[src/rtl/button_event_decoder.sv]
// button_event_decoder
// Turns the debounced button level into single-cycle events: press, release,
// short click, long press and (optionally) auto-repeat, plus a held level and
// a wrapping press counter. All outputs are registered.
//
// Optional feature: define BUTTON_EVENT_REPEAT_EN to enable auto-repeat pulses
// while the button stays held after a long press. Without it, repeat_pulse is
// constant 0 and the hold counter rests at 0 in the LONG state.
module button_event_decoder #(
    parameter int LONG_CYCLES   = 50_000_000,
    parameter int REPEAT_CYCLES = 10_000_000,
    parameter int CNT_W         = $clog2(LONG_CYCLES + REPEAT_CYCLES + 1)
) (
    input  logic       clk,
    input  logic       reset,
    input  logic       debounced_signal,
    output logic       press_pulse,
    output logic       release_pulse,
    output logic       short_pulse,
    output logic       long_pulse,
    output logic       repeat_pulse,
    output logic       pressed_level,
    output logic [7:0] press_count
);

    typedef enum logic [1:0] {
        IDLE    = 2'd0,
        PRESSED = 2'd1,
        LONG    = 2'd2
    } state_t;

    // Hold count value at which the long threshold is reached.
    localparam logic [CNT_W-1:0] LONG_LAST = CNT_W'(LONG_CYCLES - 1);
`ifdef BUTTON_EVENT_REPEAT_EN
    localparam logic [CNT_W-1:0] REPEAT_LAST = CNT_W'(REPEAT_CYCLES - 1);
`endif

    state_t           state;
    state_t           state_next;
    logic [CNT_W-1:0] hold_cnt;
    logic [CNT_W-1:0] hold_cnt_next;
    logic             btn_q;
    logic             press_next;
    logic             release_next;
    logic             short_next;
    logic             long_next;
    logic             repeat_next;
    logic             level_next;
    logic [7:0]       press_count_next;

    // Register state, counters and all outputs; reset clears everything at once.
    always_ff @(posedge clk or negedge reset) begin
        if (!reset) begin
            state         <= IDLE;
            hold_cnt      <= '0;
            btn_q         <= 1'b0;
            press_pulse   <= 1'b0;
            release_pulse <= 1'b0;
            short_pulse   <= 1'b0;
            long_pulse    <= 1'b0;
            repeat_pulse  <= 1'b0;
            pressed_level <= 1'b0;
            press_count   <= 8'd0;
        end else begin
            state         <= state_next;
            hold_cnt      <= hold_cnt_next;
            btn_q         <= debounced_signal;
            press_pulse   <= press_next;
            release_pulse <= release_next;
            short_pulse   <= short_next;
            long_pulse    <= long_next;
            repeat_pulse  <= repeat_next;
            pressed_level <= level_next;
            press_count   <= press_count_next;
        end
    end

    // Next-state decision from the current state and the sampled level.
    always_comb begin
        state_next = state;
        case (state)
            IDLE: begin
                if (debounced_signal && !btn_q) begin
                    state_next = PRESSED;
                end
            end
            PRESSED: begin
                if (!debounced_signal) begin
                    state_next = IDLE;
                end else if (hold_cnt == LONG_LAST) begin
                    state_next = LONG;
                end
            end
            LONG: begin
                if (!debounced_signal) begin
                    state_next = IDLE;
                end
            end
            default: state_next = IDLE;
        endcase
    end

    // Pulse, hold-counter and press-counter values to load at this edge.
    always_comb begin
        press_next       = 1'b0;
        release_next     = 1'b0;
        short_next       = 1'b0;
        long_next        = 1'b0;
        repeat_next      = 1'b0;
        hold_cnt_next    = hold_cnt;
        press_count_next = press_count;
        case (state)
            IDLE: begin
                if (debounced_signal && !btn_q) begin
                    // The press edge itself is the first high sample counted.
                    press_next       = 1'b1;
                    hold_cnt_next    = CNT_W'(1);
                    press_count_next = press_count + 8'd1;
                end else begin
                    hold_cnt_next = '0;
                end
            end
            PRESSED: begin
                if (!debounced_signal) begin
                    // A release at the threshold edge still counts as short.
                    release_next  = 1'b1;
                    short_next    = 1'b1;
                    hold_cnt_next = '0;
                end else if (hold_cnt == LONG_LAST) begin
                    long_next     = 1'b1;
                    hold_cnt_next = '0;
                end else begin
                    hold_cnt_next = hold_cnt + CNT_W'(1);
                end
            end
            LONG: begin
                if (!debounced_signal) begin
                    release_next  = 1'b1;
                    hold_cnt_next = '0;
                end else begin
`ifdef BUTTON_EVENT_REPEAT_EN
                    if (hold_cnt == REPEAT_LAST) begin
                        repeat_next   = 1'b1;
                        hold_cnt_next = '0;
                    end else begin
                        hold_cnt_next = hold_cnt + CNT_W'(1);
                    end
`else
                    hold_cnt_next = '0;
`endif
                end
            end
            default: begin
                hold_cnt_next = '0;
            end
        endcase
        level_next = (state_next != IDLE);
    end

endmodule
[config.mk]
export PLATFORM = sky130hd
export DESIGN_NAME = button_event_decoder
export DESIGN_NICKNAME = d
export VERILOG_FILES = /design/src/rtl/button_event_decoder.sv
export SDC_FILE = /design/constraint.sdc
export NUM_CORES = 1
export LEC_CHECK = 0
export CAP_MARGIN = 10
export CORE_MARGIN = 3
export CORE_UTILIZATION = 40
export CTS_BUF_LIST = sky130_fd_sc_hd__clkbuf_4
export DETAILED_ROUTE_END_ITERATION = 7
export PLACE_DENSITY = 0.54
export SLEW_MARGIN = 20
export SYNTH_ARGS = -nofsm -noshare
export SYNTH_HDL_FRONTEND = slang
export SYNTH_SLANG_ARGS = --single-unit
[constraint.sdc]
create_clock -name clk -period 2.2 [get_ports clk]
set_input_delay 0.66 -clock clk [delete_from_list [all_inputs] [get_ports clk]]
set_output_delay 0.66 -clock clk [all_outputs]
set_load 0.05 [all_outputs]
==> flow_summary_export.csv <==
group,metric,value,unit
die,die_area,6220,um2
timing,final_hold_viol_count,0,
layout,final_net_count,243,
pwr,peakVddDrop,524,uV
clocking,cts.hold.buffers_added,0,
place,numPortBuffers,15,
routing,routed-via-count,1682,
synth,ys_async_sr_fraction,100,%
timing,skew,0.0102,ns
critical_path,critical_path.startpoint_type,"register",
pwr,power.share.sequential,45.4,%
pwr,leakagePower,1.09,nW
grt,number_of_antenna_violations_at_the_first_check_in_global_routing,0,
die,die_height,78.9,um
place,dp_hpwl,3210,um
critical_path,worst_ep_arrival_time,2.34,ns
layout,layout.cells.most_common_list,"42 x dfrtp_1, 17 x nand2_1, 16 x a21oi_1, 15 x nor2_1, 13 x nand4_1",
timing,worst_slew_slack_as_a_fraction_of_its_limit,66.2,%
place,postPlaceCellArea,2350,um2
layout,final_core_utilization,49.6,%
layout,final_cell_area,2440,um2
critical_path,path_max_fanout,14,
routing,firstDrtPassIters,4,
routing,wirelength,4520,um
pwr,internal_power,0.00130,W
routing,detailedRoute.firstIterationViolations,77,
timing,timing.final.crit_period,2.05,ns
synth,synth.distinct_cells,36,
synth,synth_top_flop_cell,"dfrtp_1",
routing,via_density_per_instance,5.57,
die,initial_core_util,43.3,%
layout,count_of_antenna_diodes_in_the_layout,0,
timing,period_share,93.4,%
die,rows,25,
layout,regArea,1050,um2
timing,final-setup-viol-count,0,
critical_path,ff2ff_setup_slack,0.15,ns
grt,globalRouteTotalUtil,16.1,%
timing,worstMarginPinSlew,0.506,ns
die,io_pins,17,
routing,wl_per_cell,15.0,um
clocking,cts_made_buffers,5,
synth,synth.net_count,222,
grt,grt-ovfl-total,0,
status,run_status,"finished, final reports clean",
routing,route.detailed.drc,0,
synth,synthesis.area_per_instance,9.97,um2
critical_path,critPathRequiredTime,2.49,ns
layout,areaGrowthSynthToFinish,14.7,%
pwr,total_switching_power,0.000767,W
clocking,clock-root-buffer,"clkbuf_4",
critical_path,worst_setup_path_startpoint,"hold_cnt[3]",
run,maxCapViolations,0,
pwr,clock_power_share,24.0,%
routing,drtAntennaViolNets,0,
pwr,power_switching_share,37.2,%
pwr,comb_power_share,30.6,%
clocking,clock_latency_of_the_later_clocked_register_in_the_worst_skew_pair,0.36,ns
timing,max_clock_freq,487,MHz
worst_hold_path,hold_class,"input pin to asynchronous set/reset pin",
synth,number_of_enable_flip_flop_cells_after_synthesis,0,
synth,synth.yosys.seq_area_share,49.5,%
layout,multi_input_area,983,um2
synth,ys.warnings.count,0,
critical_path,critPathKind,"register to register",
timing,timing.setup.tns,0,ns
grt,maximum_number_of_pins_on_one_net_before_global_route_repair,24,
die,die-width,78.9,um
place,routabilityCongestion,0.842,
die,core,4910,um2
clocking,cts.sinks,42,
clocking,cts_tree,"built",
layout,mostFrequentLayoutCell,"dfrtp_1",
grt,grt_pass1_vias,1728,
timing,rsz0062_at_grt,"false",
synth,syn-instance-count,213,
critical_path,crit_path_end_kind,"register",
clocking,cts_max_path_buffers,2,
grt,grt_pass1_wl,7890,um
timing,slew_viol_final,0,
clocking,htree_levels,2,
pwr,power.density,847,nW/um2
clocking,worst_setup_hold_path_clk_slew,0.13,ns
layout,nFillCells,457,
critical_path,rr_startpoint,"hold_cnt[3]",
synth,syn-cell-area,2120,um2
synth,ys_seq_elements,42,
layout,ratio_of_cells_with_drive_above_1_in_the_final_layout,11.1,%
-- layer usage --
metal,routed length [um],GRT usage (%),vias to the layer above
met3,166,4.88,8
met5,0,0,-
met2,2230,27.0,34
met4,74,5.50,0
li1,-,-,815
met1,2050,19.6,825
-- area by class of cell --
type                    count  area share (%)
inverters                   7            1.08
multi-input cells         155            40.4
clock inverters             3            1.64
clock buffers               5            1.54
well taps                  67            3.44
flip-flops and latches     42            43.1
repair buffers             23            8.78
-- synth_stat cells, drive strengths merged, types with 2 or more instances --
library cell   n  share of area, %
a21oi         16               3.8
and2           2              0.59
and3           4               1.2
and4           5               2.1
buf            4               1.9
clkbuf         5               1.1
dfrtp         42                49
ha             6               3.5
inv            7               1.2
nand2         17               3.0
nand3          8               1.9
nand4         14               4.4
nor2          15               2.6
nor2b          3              0.88
nor4           4               1.2
o21ai         12               2.8
o31ai          6               2.1
or3            9               2.6
or4            7               2.7
xnor2         12               4.9
xor2           6               2.5
-- power by group through the flow --
stage | combinational (W) | sequential, W | clock, W
final | 0.000632 | 0.000936 | 0.000495
after global routing | 0.000686 | 0.000950 | 0.000561
after CTS | 0.000637 | 0.000935 | 0.000512
after detailed placement | 0.000639 | 0.000950 | 0
after global placement | 0.000628 | 0.000946 | 0
after floorplan | 0.000228 | 0.00114 | 0
-- logic make-up after synthesis --
group,after synthesis,synth area share (%)
XOR/XNOR,18,7.42
buffers and inverters,16,4.24
adder cells (fa/ha/maj),6,3.53
AO/OA/AOI/OAI,37,9.89
other,1,0.177
flip-flops,42,49.5
AND/OR/NAND/NOR,93,25.3
-- critical path, cell delays in order, from the launching register on --
cell and delay [ns]:
dfrtp_1 0.46, nand4_2 0.19, or4_4 0.68, or4_1 0.50, a21oi_1 0.16
-- what timing repair did --
item / in CTS / in global routing
gates resized for setup: 3 / 5
endpoints found under the setup margin: 3 / 5
setup buffers: 0 / 0
-- final timing paths --
check                                       to  depth (start not counted)
min in group clk                press_count[7]                          1
worst max-delay path              hold_cnt[25]                          4
worst min register to register  press_count[7]                          1
worst min-delay path             release_pulse                          1
worst max register to register    hold_cnt[25]                          4
max in group asynchronous         hold_cnt[18]                          2
-- flip-flops by register name, summed over array words and instances (netlist names) --
name	count
hold_cnt	26
press_count	8
state	2
btn_q	1
long_pulse	1
press_pulse	1
pressed_level	1
release_pulse	1
short_pulse	1
-- through the flow --
| stage | power (W) | hold slack, ns | setup WS (ns) | std cells |
|---|---|---|---|---|
| 6_report | 0.00206 | 0.232 | 0.145 | 302 |
| 5_1_grt | 0.00220 | 0.231 | 0.0867 | 302 |
| 4_1_cts | 0.00208 | 0.238 | 0.0119 | 302 |
| 3_5_place_dp | 0.00159 | 0.465 | -0.0629 | 294 |
| 3_3_place_gp | 0.00157 | 0.467 | 0.0802 | 294 |
| 2_1_floorplan | 0.00137 | 0.364 | 0.365 | 213 |
Power figures use the tool's default switching activity.
